## src/rtl/estagio_idex.sv

```systemverilog
// ID/EX pipeline register with ALU control decode and operand forwarding.
// Optional forwarding from MEM/WB is enabled by defining ENCAMINHAMENTO_EN.
//
// Ports:
//   clk, reset            rising-edge clock, synchronous active-high reset
//   stall, flush          hold the stage / load a bubble (flush wins)
//   id_*                  decoded instruction fields from ID
//   mem_*, wb_*           forwarding sources (used only with ENCAMINHAMENTO_EN)
//   SrcA, SrcB            ALU operands
//   ULAcontrole           3-bit ALU operation
//   ex_valido             stored instruction is valid
//   ex_RegWrite           write enable qualified by valido
//   ex_rdestino           destination register number
//   ex_dadoEscrita        forwarded rt value for stores
//   ex_funct_invalido     valid R-type with an unsupported funct
module estagio_idex (
   input  logic        clk,
   input  logic        reset,
   input  logic        stall,
   input  logic        flush,
   input  logic        id_valido,
   input  logic [4:0]  id_rs,
   input  logic [4:0]  id_rt,
   input  logic [4:0]  id_rd,
   input  logic [31:0] id_dadoA,
   input  logic [31:0] id_dadoB,
   input  logic [31:0] id_imediato,
   input  logic [1:0]  id_ALUOp,
   input  logic [5:0]  id_funct,
   input  logic        id_ALUSrc,
   input  logic        id_RegDst,
   input  logic        id_RegWrite,
   input  logic        mem_RegWrite,
   input  logic [4:0]  mem_rd,
   input  logic [31:0] mem_ULAsaida,
   input  logic        wb_RegWrite,
   input  logic [4:0]  wb_rd,
   input  logic [31:0] wb_dado,
   output logic [31:0] SrcA,
   output logic [31:0] SrcB,
   output logic [2:0]  ULAcontrole,
   output logic        ex_valido,
   output logic        ex_RegWrite,
   output logic [4:0]  ex_rdestino,
   output logic [31:0] ex_dadoEscrita,
   output logic        ex_funct_invalido
);

   logic        valido_q;
   logic [4:0]  rs_q;
   logic [4:0]  rt_q;
   logic [4:0]  rd_q;
   logic [31:0] dadoa_q;
   logic [31:0] dadob_q;
   logic [31:0] imediato_q;
   logic [1:0]  aluop_q;
   logic [5:0]  funct_q;
   logic        alusrc_q;
   logic        regdst_q;
   logic        regwrite_q;

   logic [31:0] fwd_a;
   logic [31:0] fwd_b;

   // Reset and flush both produce an all-zero bubble.
   always_ff @(posedge clk) begin
      if (reset || flush) begin
         valido_q   <= 1'b0;
         rs_q       <= '0;
         rt_q       <= '0;
         rd_q       <= '0;
         dadoa_q    <= '0;
         dadob_q    <= '0;
         imediato_q <= '0;
         aluop_q    <= '0;
         funct_q    <= '0;
         alusrc_q   <= 1'b0;
         regdst_q   <= 1'b0;
         regwrite_q <= 1'b0;
      end else if (!stall) begin
         valido_q   <= id_valido;
         rs_q       <= id_rs;
         rt_q       <= id_rt;
         rd_q       <= id_rd;
         dadoa_q    <= id_dadoA;
         dadob_q    <= id_dadoB;
         imediato_q <= id_imediato;
         aluop_q    <= id_ALUOp;
         funct_q    <= id_funct;
         alusrc_q   <= id_ALUSrc;
         regdst_q   <= id_RegDst;
         regwrite_q <= id_RegWrite;
      end
   end

   always_comb begin
      ULAcontrole       = 3'b010;
      ex_funct_invalido = 1'b0;
      unique case (aluop_q)
         2'b00: ULAcontrole = 3'b010;
         2'b01: ULAcontrole = 3'b110;
         2'b11: ULAcontrole = 3'b001;
         default: begin
            unique case (funct_q)
               6'b100000: ULAcontrole = 3'b010;
               6'b100010: ULAcontrole = 3'b110;
               6'b100100: ULAcontrole = 3'b000;
               6'b100101: ULAcontrole = 3'b001;
               6'b101010: ULAcontrole = 3'b111;
               default: begin
                  ULAcontrole       = 3'b010;
                  ex_funct_invalido = valido_q;
               end
            endcase
         end
      endcase
   end

`ifdef ENCAMINHAMENTO_EN
   logic mem_hit_a;
   logic mem_hit_b;
   logic wb_hit_a;
   logic wb_hit_b;

   // Register 0 is hardwired, so a write to it never forwards.
   assign mem_hit_a = mem_RegWrite && (mem_rd != 5'd0) && (mem_rd == rs_q);
   assign mem_hit_b = mem_RegWrite && (mem_rd != 5'd0) && (mem_rd == rt_q);
   assign wb_hit_a  = wb_RegWrite && (wb_rd != 5'd0) && (wb_rd == rs_q);
   assign wb_hit_b  = wb_RegWrite && (wb_rd != 5'd0) && (wb_rd == rt_q);

   // MEM holds the younger result, so it wins over WB.
   always_comb begin
      fwd_a = dadoa_q;
      if (mem_hit_a)
         fwd_a = mem_ULAsaida;
      else if (wb_hit_a)
         fwd_a = wb_dado;
   end

   always_comb begin
      fwd_b = dadob_q;
      if (mem_hit_b)
         fwd_b = mem_ULAsaida;
      else if (wb_hit_b)
         fwd_b = wb_dado;
   end
`else
   logic unused_fwd;
   assign unused_fwd = ^{mem_RegWrite, mem_rd, mem_ULAsaida,
                         wb_RegWrite, wb_rd, wb_dado};
   assign fwd_a = dadoa_q;
   assign fwd_b = dadob_q;
`endif

   assign SrcA           = fwd_a;
   assign SrcB           = alusrc_q ? imediato_q : fwd_b;
   assign ex_dadoEscrita = fwd_b;
   assign ex_valido      = valido_q;
   assign ex_RegWrite    = regwrite_q && valido_q;
   assign ex_rdestino    = regdst_q ? rd_q : rt_q;

endmodule

```

## config.mk

```make
export PLATFORM = sky130hd
export DESIGN_NAME = estagio_idex
export DESIGN_NICKNAME = d
export VERILOG_FILES = /design/src/rtl/estagio_idex.sv
export SDC_FILE = /design/constraint.sdc
export NUM_CORES = 1
export LEC_CHECK = 0
export CAP_MARGIN = 40
export CORE_AREA = 2 2 121 123
export DETAILED_ROUTE_END_ITERATION = 6
export DIE_AREA = 0 0 123 125
export PLACE_DENSITY = 0.76
export SYNTH_ARGS = -nofsm -noshare
export SYNTH_HDL_FRONTEND = slang
export SYNTH_SLANG_ARGS = --single-unit
```

## constraint.sdc

```tcl
create_clock -name clk -period 1.2 [get_ports clk]
set_input_delay 0.18 -clock clk [delete_from_list [all_inputs] [get_ports clk]]
set_output_delay 0.18 -clock clk [all_outputs]
set_load 0.03 [all_outputs]
```

---- Word-level counts from Yosys, hierarchy flattened ----
Index checks and enable logic that the tools add are counted.
word-level totals
  bits in registers ....................... 118
  input bits .............................. 203
  output and inout port bits .............. 107
  logic and storage cells ................. 29
cells by class
  equality and inequality tests ........... 7
  mux-type cells .......................... 6
  reduce and logical (&&, ||, !) cells .... 5
operator list
  cell                  count
  $mux W32              1
  $eq A6 B6 Y1 const B  5
  $pmux W3 S4           1
  $pmux W3 S3           1
  $mux W5               1
  $reduce_or A5 Y1      1
  $reduce_or A3 Y1      1
  $eq A2 B1 Y1 const B  1
  $eq A2 B2 Y1 const B  1
  $logic_not A2 Y1      1
  $mux W1               2
  $logic_and A1 B1 Y1   1
  $logic_or A1 B1 Y1    1

---- Logic depth before layout (Yosys ltp) ----
  depth after elaboration ................. 4
  depth in mapped cells ................... 5
  mapped depth without buffers ............ 3

---- Least setup slack after synthesis ----
OpenSTA, ideal clock, no wires.
  path type ............................... register -> output
  start point ............................. reg aluop_q[0]
  end point ............................... out ULAcontrole[2]
  arrival ................................. 1078 ps
  setup slack ............................. -58 ps
  cell stages (with the launch flop) ...... 3
  path buffers ............................ 0
  path through ............................ dfxtp_1 > inv_1 > o21ai_0
between the ends
  word-level cells in the longest chain between the ends .. 2
  elaborated cells on any way between the ends .. 4
ends and longest elaborated chain
  element                                     line  source
  from (decl)                                 56    logic [1:0] aluop_q;
  from (signal assigned)                      88    aluop_q <= id_ALUOp;
  $eq A2 B2 Y1, or another cell as far along  99    unique case (aluop_q)
  $pmux W3 S3 *                               99
  to (decl)                                   41    output logic [2:0] ULAcontrole,
Every way passes the cells marked *; elsewhere a longest branch is shown, timed or not.

---- Worst setup path in the final report ----
  start point ............................. reg alusrc_q
  end point ............................... out SrcB[17]
between the ends
  word-level cells in the longest chain between the ends .. 1
ends and longest elaborated chain
  element                 line  source
  from (decl)             58    logic alusrc_q;
  from (signal assigned)  90    alusrc_q <= id_ALUSrc;
  $mux W32                156   assign SrcB = alusrc_q ? imediato_q : fwd_b;
  to (decl)               40    output logic [31:0] SrcB,
No other way between the ends.

==> impl_summary.log <==
INFO  metric die_height = 125 µm
INFO  metric routedWlPerCell = 15.7 µm
INFO  metric cp_data_required_time = 1.02 ns
INFO  metric design.final.nets = 921
INFO  metric design.core.area = 14,200 µm²
INFO  metric detailed_place_hpwl = 9970 µm
INFO  metric min-delay-path-class = input pin to flop
INFO  metric path_clk_slew = 0.05 ns
INFO  metric syn_avg_cell_area = 10.7 µm²
INFO  metric status = finished with violations
INFO  metric yosysTopAreaCellShare = 50.2%
INFO  metric routed_wirelength = 14,400 µm
INFO  metric power.sequential.fraction = 37.1%
INFO  metric io_buffers = 228
INFO  metric met3_length = 1200 µm
INFO  metric power.static_leakage = 3.93 nW
INFO  metric dr.first_iter.drc_count = 143
INFO  metric cts_sinks = 118
INFO  metric mappedNetlistNets = 642
INFO  metric clock_latency_at_the_later_pin_of_the_worst_skew_pair = 0.41 ns
INFO  metric vias = 4,171
INFO  metric power_density_relative_to_cell_area = 1310 nW/µm²
INFO  metric detail_route.drc_violations = 0
INFO  metric worstRegToRegCells = 4
INFO  metric hold_path_end = ex_dadoEscrita[17]
INFO  metric critPathKind = flop to output pin
INFO  metric grt_usage = 18.4%
INFO  metric drive_above_1_share = 37.2%
INFO  metric synth.top_cells.by_area = dfxtp_1, mux2i_1, nor2_1, mux2_2, buf_6
INFO  metric crit_path_start_kind = flop
INFO  metric internal_power = 8.57 mW
INFO  metric synth_warnings = 0
INFO  metric antenna_violating_nets_post_route = 0
INFO  metric setup_ws = -0.491 ns
INFO  metric number_of_max_cap_violations = 0
INFO  metric die_extent_in_x = 123 µm
INFO  metric rr_startpoint = alusrc_q
INFO  metric setup.reg_to_reg.worst_slack = 0.23 ns
INFO  metric power.combinational.fraction = 14.7%
INFO  metric power.net_switching = 2.59 mW
INFO  metric finalMaxSlewViolations = 0
INFO  metric floorplan.initialDensity = 33.1%
INFO  metric place.detailed.instances = 875
INFO  metric timing_worst_slew_pin_value = 0.267 ns
INFO  metric final_hold_viol_count = 0
INFO  metric maximum_number_of_pins_on_one_net_before_global_route_repair = 52
INFO  metric min-delay-start = stall
INFO  metric overflow = 0
INFO  metric synthesis.instances = 439
INFO  metric highest-signal-layer = met4
INFO  metric ys_types = 22
INFO  metric h-tree-depth = 4
INFO  metric global_route_wire_length_before_repair = 22,000 µm
INFO  metric placementRows = 44
INFO  metric rsz0062_at_grt = true
INFO  metric final_design_area_no_fill = 8540 µm²
INFO  metric final-instance-count-excl-fill = 917
INFO  metric synth_area = 4710 µm²
INFO  metric share_clk_of_total_power = 48.2%
INFO  metric crit_fanout = 5
INFO  metric synth_area_leader_cell = dfxtp_1
INFO  metric maxClockFrequency = 591 MHz
INFO  metric first_global_vias = 4,499
INFO  metric met1_length = 5590 µm
INFO  metric synth_seq_cells = 118
INFO  metric finalWeightedCongestion = 0.776
INFO  metric critPathCaptureType = output pin
INFO  metric min_delay_path_depth = 3
INFO  metric cts-root-buf = clkbuf_16
INFO  metric max_slew_margin = 82.2%
INFO  metric drt_first_pass_iters = 4
INFO  metric finalWorstPathRequiredPeriod = 1.69 ns
INFO  metric clock_tree.buffer_depth = 2
INFO  metric failing_checks = negative setup slack
INFO  metric power_switching_share = 23.2%
INFO  metric critical_path_arrival = 1.51 ns
INFO  metric period_share = 141%
INFO  metric syn2layout_area_growth = 81.4%
INFO  metric synth_sequential_area_ratio = 50.2%
INFO  metric setup_viol_count_final = 41
INFO  metric tritoncts = done
INFO  metric numCtsBuffers = 17
INFO  metric route.detailed.vias_per_inst = 4.55
INFO  metric floorplan.die_area = 15,400 µm²
INFO  metric placed_area = 7470 µm²
INFO  metric routed-wl-met2 = 7270 µm
INFO  metric fin_skew = 0 ns
INFO  metric io-pin-count = 310
INFO  metric rr_endpoint = alusrc_q
INFO  metric preCtsSetupSlack = -0.501 ns
INFO  metric ir_worst_vdd = 889 µV
INFO  metric antenna_violations_before_repair = 2
## synth_stat cells (all sizes together)
cell type  number
mux2i         119
dfxtp         118
nor2          118
mux2           37
buf            21
clkbuf         10
and2            2
nor3b           2
a21o            1
a22o            1
a31o            1
and4            1
inv             1
nand2           1
nand2b          1
nand3           1
nand4           1
nor2b           1
o21ai           1
or2             1
## how the worst max path moves through the flow
| stage | slack [ns] | startpoint | endpoint | cells past startpoint |
|---|---|---|---|---|
| final | -0.49 | alusrc_q | SrcB[17] | 4 |
| after global routing | -0.54 | alusrc_q | SrcB[17] | 4 |
| after CTS | -0.56 | alusrc_q | SrcB[25] | 4 |
| after detailed placement | -0.50 | alusrc_q | SrcB[26] | 3 |
| after global placement | -0.47 | alusrc_q | SrcB[13] | 3 |
| after floorplan | -0.04 | alusrc_q | SrcB[10] | 3 |
## worst max-delay path, cell delays in order (launching register included)
cell and delay (ns):
dfxtp_4 0.42, buf_12 0.14, buf_6 0.10, mux2_4 0.30
buf_6 0.14
## state kept, by name, summed over array words and instances, names as in the netlist
| name | flops |
|---|---|
| rt_q | 5 |
| ex_dadoEscrita | 32 |
| regdst_q | 1 |
| regwrite_q | 1 |
| imediato_q | 32 |
| funct_q | 6 |
| ex_valido | 1 |
| alusrc_q | 1 |
| rd_q | 5 |
| SrcA | 32 |
| aluop_q | 2 |
## per-layer routing
layer / vias up / track usage (%)
li1: 2041 / -
met1: 1936 / 20.0
met2: 168 / 31.9
met3: 26 / 6.52
met4: 0 / 8.09
met5: - / 0
## cells in the final DEF, fill, tap and decap left out, types with 2 or more instances in the layout
cell / synthesis / final
buf_12: 0 / 13
buf_2: 13 / 26
buf_4: 1 / 42
buf_6: 7 / 90
bufinv_16: 0 / 4
clkbuf_16: 0 / 17
clkbuf_8: 0 / 2
clkdlybuf4s50_1: 0 / 120
clkinv_2: 0 / 3
clkinv_4: 0 / 3
clkinvlp_4: 0 / 2
dfxtp_1: 118 / 93
dfxtp_2: 0 / 21
dfxtp_4: 0 / 4
diode_2: 0 / 2
mux2_4: 0 / 37
mux2i_1: 119 / 119
nor2_1: 118 / 118
nor3b_4: 0 / 2
## metrics by stage
stage,power [mW],utilization [%],hold slack (ns),setup TNS [ns]
detailed placement,5.75,52.6,0.484,-26.74
CTS,11.2,59.4,0.153,-18.80
global route,11.6,60.1,0.161,-18.76
global placement,5.72,52.6,0.468,-23.83
finish,11.2,60.1,0.169,-16.92
floorplan,4.94,-,0.324,-1.09
## cell families (layout without fill, tap and decap cells)
| kind of cell | after synthesis | count (layout) | synth area share, % |
|---|---|---|---|
| AO/OA/AOI/OAI | 4 | 4 | 0.638 |
| other | 0 | 2 | 0 |
| multiplexers | 156 | 156 | 34.2 |
| buffers and inverters | 32 | 324 | 4.09 |
| flip-flops | 118 | 118 | 50.2 |
| AND/OR/NAND/NOR | 129 | 129 | 10.9 |
## cell type report
class | count | area (µm²)
inverters | 1 | 3.75
fillers | 1169 | 5670
clock buffers | 20 | 457
diodes | 2 | 5.00
repair buffers | 291 | 2920
well taps | 184 | 230
clock inverters | 12 | 176
multi-input cells | 289 | 2340
flip-flops and latches | 118 | 2400
## power groups by stage
stage | logic, mW | registers (mW) | clock network [mW]
after global routing | 1.74 | 4.15 | 5.67
final | 1.64 | 4.14 | 5.37
after floorplan | 0.608 | 4.34 | 0
after global placement | 1.51 | 4.21 | 0
after detailed placement | 1.54 | 4.21 | 0
after CTS | 1.63 | 4.13 | 5.48
## repair_timing
item	4_1_cts	5_1_grt
endpoints found under the setup margin	90	65
resized for setup	457	50
cloned	2	0
pin swaps	6	2
buffers inserted	8	2
hold buffers	0	0
No activity file was read; power rests on OpenSTA's default activity.
